File: src/rtl/axil_periph_bridge.sv
// AXI4-Lite slave to req/ack register bus bridge.
// AW, W and AR are each held in a one-deep buffer. A single FSM issues one
// register access at a time, alternates fairly between reads and writes when
// both are pending, and returns SLVERR on reg_err_i or on a bus timeout.
module axil_periph_bridge #(
    parameter int ADDR_W  = 16,
    parameter int TIMEOUT = 255,
    parameter int TMO_W   = 8
) (
    input  logic              clk_i,
    input  logic              rst_i,
    input  logic              inport_awvalid_i,
    output logic              inport_awready_o,
    input  logic [31:0]       inport_awaddr_i,
    input  logic              inport_wvalid_i,
    output logic              inport_wready_o,
    input  logic [31:0]       inport_wdata_i,
    input  logic [3:0]        inport_wstrb_i,
    output logic              inport_bvalid_o,
    input  logic              inport_bready_i,
    output logic [1:0]        inport_bresp_o,
    input  logic              inport_arvalid_i,
    output logic              inport_arready_o,
    input  logic [31:0]       inport_araddr_i,
    output logic              inport_rvalid_o,
    input  logic              inport_rready_i,
    output logic [31:0]       inport_rdata_o,
    output logic [1:0]        inport_rresp_o,
    output logic              reg_req_o,
    output logic              reg_we_o,
    output logic [ADDR_W-1:0] reg_addr_o,
    output logic [31:0]       reg_wdata_o,
    output logic [3:0]        reg_strb_o,
    input  logic              reg_ack_i,
    input  logic [31:0]       reg_rdata_i,
    input  logic              reg_err_i
);

    localparam logic [1:0] S_IDLE  = 2'd0;
    localparam logic [1:0] S_BUS   = 2'd1;
    localparam logic [1:0] S_WRESP = 2'd2;
    localparam logic [1:0] S_RRESP = 2'd3;

    localparam logic [1:0] RESP_OKAY   = 2'b00;
    localparam logic [1:0] RESP_SLVERR = 2'b10;

    // Last BUS cycle before the access is abandoned (unused when TIMEOUT == 0).
    localparam logic [TMO_W-1:0] TMO_LAST = TMO_W'((TIMEOUT == 0) ? 0 : TIMEOUT - 1);

    logic              aw_held_q;
    logic              w_held_q;
    logic              ar_held_q;
    logic [ADDR_W-1:0] aw_addr_q;
    logic [ADDR_W-1:0] ar_addr_q;
    logic [31:0]       w_data_q;
    logic [3:0]        w_strb_q;

    logic [1:0]        state_q;
    logic              last_wr_q;
    logic [TMO_W-1:0]  timer_q;

    logic              req_q;
    logic              we_q;
    logic [ADDR_W-1:0] addr_q;
    logic [31:0]       wdata_q;
    logic [3:0]        strb_q;

    logic              bvalid_q;
    logic              rvalid_q;
    logic [1:0]        resp_q;
    logic [31:0]       rdata_q;

    logic              wr_rdy;
    logic              rd_rdy;
    logic              sel_wr;
    logic              sel_rd;
    logic              tmo_hit;

    // Only the low ADDR_W address bits reach the register bus.
    logic              unused_addr;
    assign unused_addr = ^{inport_awaddr_i[31:ADDR_W], inport_araddr_i[31:ADDR_W]};

    // Arbitration: on contention, the op that did not go last wins.
    always_comb begin
        wr_rdy  = aw_held_q & w_held_q;
        rd_rdy  = ar_held_q;
        sel_wr  = (state_q == S_IDLE) & wr_rdy & (~rd_rdy | ~last_wr_q);
        sel_rd  = (state_q == S_IDLE) & rd_rdy & (~wr_rdy | last_wr_q);
        tmo_hit = (TIMEOUT != 0) && (timer_q == TMO_LAST);
    end

    // One-deep AW/W/AR buffers; a flag clears when its op is issued.
    always_ff @(posedge clk_i or posedge rst_i) begin
        if (rst_i) begin
            aw_held_q <= 1'b0;
            w_held_q  <= 1'b0;
            ar_held_q <= 1'b0;
            aw_addr_q <= '0;
            ar_addr_q <= '0;
            w_data_q  <= '0;
            w_strb_q  <= '0;
        end else begin
            if (sel_wr) begin
                aw_held_q <= 1'b0;
            end else if (inport_awvalid_i && !aw_held_q) begin
                aw_held_q <= 1'b1;
                aw_addr_q <= inport_awaddr_i[ADDR_W-1:0];
            end
            if (sel_wr) begin
                w_held_q <= 1'b0;
            end else if (inport_wvalid_i && !w_held_q) begin
                w_held_q <= 1'b1;
                w_data_q <= inport_wdata_i;
                w_strb_q <= inport_wstrb_i;
            end
            if (sel_rd) begin
                ar_held_q <= 1'b0;
            end else if (inport_arvalid_i && !ar_held_q) begin
                ar_held_q <= 1'b1;
                ar_addr_q <= inport_araddr_i[ADDR_W-1:0];
            end
        end
    end

    // Access sequencer: issue, wait for ack or timeout, present response.
    always_ff @(posedge clk_i or posedge rst_i) begin
        if (rst_i) begin
            state_q   <= S_IDLE;
            last_wr_q <= 1'b0;
            timer_q   <= '0;
            req_q     <= 1'b0;
            we_q      <= 1'b0;
            addr_q    <= '0;
            wdata_q   <= '0;
            strb_q    <= '0;
            bvalid_q  <= 1'b0;
            rvalid_q  <= 1'b0;
            resp_q    <= RESP_OKAY;
            rdata_q   <= '0;
        end else begin
            case (state_q)
                S_IDLE: begin
                    if (sel_wr) begin
                        req_q     <= 1'b1;
                        we_q      <= 1'b1;
                        addr_q    <= aw_addr_q;
                        wdata_q   <= w_data_q;
                        strb_q    <= w_strb_q;
                        timer_q   <= '0;
                        last_wr_q <= 1'b1;
                        state_q   <= S_BUS;
                    end else if (sel_rd) begin
                        req_q     <= 1'b1;
                        we_q      <= 1'b0;
                        addr_q    <= ar_addr_q;
                        wdata_q   <= '0;
                        strb_q    <= 4'h0;
                        timer_q   <= '0;
                        last_wr_q <= 1'b0;
                        state_q   <= S_BUS;
                    end
                end
                S_BUS: begin
                    timer_q <= timer_q + 1'b1;
                    // An ack in the final timeout cycle still completes normally.
                    if (reg_ack_i) begin
                        req_q  <= 1'b0;
                        resp_q <= reg_err_i ? RESP_SLVERR : RESP_OKAY;
                        if (we_q) begin
                            bvalid_q <= 1'b1;
                            state_q  <= S_WRESP;
                        end else begin
                            rdata_q  <= reg_rdata_i;
                            rvalid_q <= 1'b1;
                            state_q  <= S_RRESP;
                        end
                    end else if (tmo_hit) begin
                        req_q   <= 1'b0;
                        resp_q  <= RESP_SLVERR;
                        rdata_q <= '0;
                        if (we_q) begin
                            bvalid_q <= 1'b1;
                            state_q  <= S_WRESP;
                        end else begin
                            rvalid_q <= 1'b1;
                            state_q  <= S_RRESP;
                        end
                    end
                end
                S_WRESP: begin
                    if (inport_bready_i) begin
                        bvalid_q <= 1'b0;
                        state_q  <= S_IDLE;
                    end
                end
                S_RRESP: begin
                    if (inport_rready_i) begin
                        rvalid_q <= 1'b0;
                        state_q  <= S_IDLE;
                    end
                end
                default: state_q <= S_IDLE;
            endcase
        end
    end

    // Output drive; response fields read as zero while not valid.
    always_comb begin
        inport_awready_o = ~aw_held_q;
        inport_wready_o  = ~w_held_q;
        inport_arready_o = ~ar_held_q;
        inport_bvalid_o  = bvalid_q;
        inport_bresp_o   = bvalid_q ? resp_q : 2'b00;
        inport_rvalid_o  = rvalid_q;
        inport_rresp_o   = rvalid_q ? resp_q : 2'b00;
        inport_rdata_o   = rvalid_q ? rdata_q : '0;
        reg_req_o        = req_q;
        reg_we_o         = we_q;
        reg_addr_o       = addr_q;
        reg_wdata_o      = wdata_q;
        reg_strb_o       = strb_q;
    end

endmodule

File: config.mk
export PLATFORM = sky130hd
export DESIGN_NAME = axil_periph_bridge
export DESIGN_NICKNAME = d
export VERILOG_FILES = /design/src/rtl/axil_periph_bridge.sv
export SDC_FILE = /design/constraint.sdc
export NUM_CORES = 1
export LEC_CHECK = 0
export ABC_AREA = 1
export CORE_MARGIN = 1.5
export CORE_UTILIZATION = 35
export DETAILED_ROUTE_END_ITERATION = 8
export GPL_TIMING_DRIVEN = 1
export HOLD_SLACK_MARGIN = 0.15
export PLACE_DENSITY = 0.7
export RECOVER_POWER = 100
export SLEW_MARGIN = 5
export SYNTH_ARGS = -nofsm -noshare
export SYNTH_HDL_FRONTEND = slang
export SYNTH_SLANG_ARGS = --single-unit
File: constraint.sdc
create_clock -name clk_i -period 11.9 [get_ports clk_i]
set_input_delay 2.38 -clock clk_i [delete_from_list [all_inputs] [get_ports clk_i]]
set_output_delay 2.38 -clock clk_i [all_outputs]
set_load 0.05 [all_outputs]
==> metrics list <==
* Critical-path top delay cell: sky130_fd_sc_hd__clkbuf_1
- CP Data Required Time: approximately 12 ns
- Largest clock skew in the final design: 0.0114 ns
* Antenna-violating nets left: 0
* Period Utilization, post-route: 59.5%
- Pin count of the biggest net entering global routing: 73
- The total count of max-transition violations in the final report is 471.
* Cell-internal power: around 1600 µW
* Worst Max-Slew Pin Slew: 3.14 ns
- Setup violations remaining at the end of the flow were counted as 0.
- Clock-pin transition on the worst setup and hold timing paths: 0.06 ns
* TritonCTS clock tree: built
- Once the floorplan was initialized, standard cells occupied 35.8% of the core.
- DRC violation count after routing: 0
- Crit Reg-Reg Startpoint: state_q[0]
- The tree built by TritonCTS fans out to 170 sinks.
- Core area: 20400 µm²
- Port Buffers: 201
* Inserted Clock Buffers: 17
- Of the total power, registers draw 34.2%.
- The later pin in the worst-skew pair is clocked with a latency of approximately 0.43 ns.
- Share of total power in combinational logic: 44.5%
- Routed wirelength normalized by instance count: 14.3 µm
* Average footprint of a synthesized cell: 9.68 µm²
- The die covers 21700 µm².
* Peak ir drop on the vdd network: 0.147 mV
* Switching power as a share of total power: 43.9%
* DP Wirelength: 11.4 mm
- Initial antenna violation count: 0
- In the final layout, flip-flops and latches occupy 4250 µm².
- Cell-by-cell listing of the critical path: dlygate4sd3_1 -> clkinvlp_2 -> clkbuf_1
* Horizontal die dimension: 147 µm
- Yosys warnings: 0
* Switch Pwr: roughly 1300 µW
- Max Clock Freq: between 100 and 150 MHz
- After detailed routing, the total wire length is 17.4 mm.
- First-pass GRT wire length: 28.7 mm
* Seq/Total Area, Yosys: 58.3%
* Routability-driven placement congestion ratio: 0.749
- Final Power: 2890 µW
* Post-cts repair resize count: 0
* Power density over cell area: 292 nW/µm²
- No sink is reached through more buffers than the 2 on the longest clock path.
* Violated checks: max-capacitance violations, max-slew violations
* Setup crit start: rst_i
* Min-Delay Path Class: register to register
* Min cycle time layout: approximately 7 ns
- Setup bufs post-CTS: 0
- Status: finished, violations left
* Critical path capture point type: asynchronous set/reset pin
- Total area of multi-input combinational cells: ~2300 µm²
- Number of nets in the final layout: 1082
- In this run the cell area of the synthesized design comes to 7290 µm².
- Post-route worst hold slack: 0.470 ns
* Unrepaired setup endpoints after global routing: false
- CTS built an H-tree with a depth of 4.
* Cells after Synth: 753
- between 200 and 250 I/O pins were placed.
- In the layout the commonest cells are sky130_fd_sc_hd__nand2_1 (183), sky130_fd_sc_hd__dfrtp_1 (170), sky130_fd_sc_hd__clkdlybuf4s50_1 (103), sky130_fd_sc_hd__dlygate4sd3_1 (98), sky130_fd_sc_hd__inv_1 (86).
* Delay of the slowest critical-path stage: around 2.2 ns
* Height of the die: 147 µm
* Data arrival time of the critical path: between 6 and 7 ns
- DR vias/cell: 4.56
- Max-cap violations: 10
- Broken down by cell family, the worst path's largest delay share belongs to buffers and inverters.
- For this run, the total global-route usage over all layers was measured as about 17%.
- STA classifies the critical path startpoint as an input port.
- The startpoint identified for the worst hold timing path is reg_req_o.
- In this run, distinct cell masters in the synthesized netlist total 31.
- The layout has 1903 filler cells.
- Hold repair after CTS inserted 0 buffers.
- In the final layout, the share of cells above drive strength 1 is 8.41%.
* Initial DRC Count: 422
* Clock share of power: a little over a fifth
- The worst pin sits at a relative slew slack of -111%.
- Global routing finished with a remaining overflow of 0.
- Leaving out fill and tap cells, the most frequent cell in the layout is sky130_fd_sc_hd__nand2_1.
- Final hold violation count: 0
- 0 antenna diodes ended up in the layout.
- Area growth, synth to finish: 35.7%
- After synthesis the netlist holds a flip-flop and latch count of 170.
- Type of the worst setup path: input port to asynchronous set/reset pin
- CTS Root Cell: sky130_fd_sc_hd__clkbuf_16
* Via count: 5567
- Number of global-route vias before repair: 5456
- Worst Path Buf+Inv: 3
* Router iterations before antenna repair: 5
- Reported leakage power: 0.00489 µW
- Largest fanout on the critical path: 70
* Final setup TNS: 0 ns
* Post-route core utilization: 48.6%
- Total number of placement rows: 52
-- power groups by stage --
| stage | clock, µW | combinational (µW) | sequential (µW) |
|---|---|---|---|
| after floorplan | 0 | 736 | 1240 |
| after global placement | 0 | 1380 | 998 |
| after detailed placement | 0 | 1400 | 1000 |
| after CTS | 626 | 1400 | 997 |
| after global routing | 653 | 1390 | 1020 |
| final | 614 | 1290 | 988 |
-- tightest hold or removal path, delay by kind of cell (launching register included) --
| family | cells | cell delay [ns] |
|---|---|---|
| simple gates | 2 | 0.11 |
| flops | 1 | 0.33 |
-- cells by family (layout without fill, tap and decap cells) --
family | count (synthesis) | in the layout | synth area share [%]
AND/OR/NAND/NOR | 292 | 292 | 17.6
buffers and inverters | 132 | 329 | 8.13
multiplexers | 34 | 34 | 5.20
AO/OA/AOI/OAI | 122 | 122 | 10.3
adder cells (fa/ha/maj) | 2 | 2 | 0.343
other | 1 | 2 | 0.0514
flip-flops | 170 | 170 | 58.3
-- state kept, by name (all words and copies together), names as in the netlist, 2 cells and up --
| name | count |
|---|---|
| reg_wdata_o | 32 |
| ar_addr_q | 16 |
| w_strb_q | 4 |
| aw_addr_q | 16 |
| rdata_q | 32 |
| reg_strb_o | 4 |
| state_q | 2 |
| reg_addr_o | 16 |
| w_data_q | 32 |
| timer_q | 8 |
-- stage by stage --
step | std cells | area [µm²] | worst slack, ns
after floorplan | 754 | 7290 | 4.92
after global placement | 1190 | 9460 | 7.27
after detailed placement | 1190 | 9460 | 7.23
after CTS | 1221 | 10100 | 6.87
after global routing | 1221 | 9900 | 3.67
final | 1221 | 9900 | 4.82
-- layer usage --
layer	share of wire [%]	wire, µm	vias up	GRT usage (%)
li1	-	-	2770	-
met1	45	7860	2663	21.7
met2	48	8410	110	27.0
met3	4.0	697	24	3.63
met4	2.6	453	0	7.50
met5	0	0	-	0
-- cell usage after synthesis (all sizes together) --
library cell,number,area [µm²]
nand2,186,713
dfrtp,170,4250
inv,91,347
o21ai,81,529
nor2,43,178
nand3,42,268
a21oi,39,206
mux2,31,349
buf,22,174
clkbuf,19,72.6
nand4,17,106
mux2i,3,30.0
nor3,3,15.0
ha,2,25.0
conb,1,3.75
o211ai,1,7.51
o22ai,1,6.26
or2,1,6.26
-- area by class of cell --
| type | count | area share (%) |
|---|---|---|
| Sequential cell | 170 | 43.0 |
| Multi-Input combinational cell | 452 | 23.0 |
| Timing Repair Buffer | 207 | 20.6 |
| Clock buffer | 17 | 4.30 |
| Inverter | 91 | 3.51 |
| Tap cell | 270 | 3.41 |
| Clock inverter | 14 | 2.20 |
-- final timing paths --
check | end | slack, ns | cells after the start
max | w_strb_q[3] | 4.82 | 3
min | reg_req_o | 0.47 | 2
max reg2reg | reg_wdata_o[8] | 7.70 | 5
min reg2reg | reg_req_o | 0.47 | 2
max in group clk_i | rdata_q[19] | 5.62 | 6
min in group asynchronous | reg_wdata_o[24] | 3.31 | 2
No activity file was read; power rests on OpenSTA's default activity.
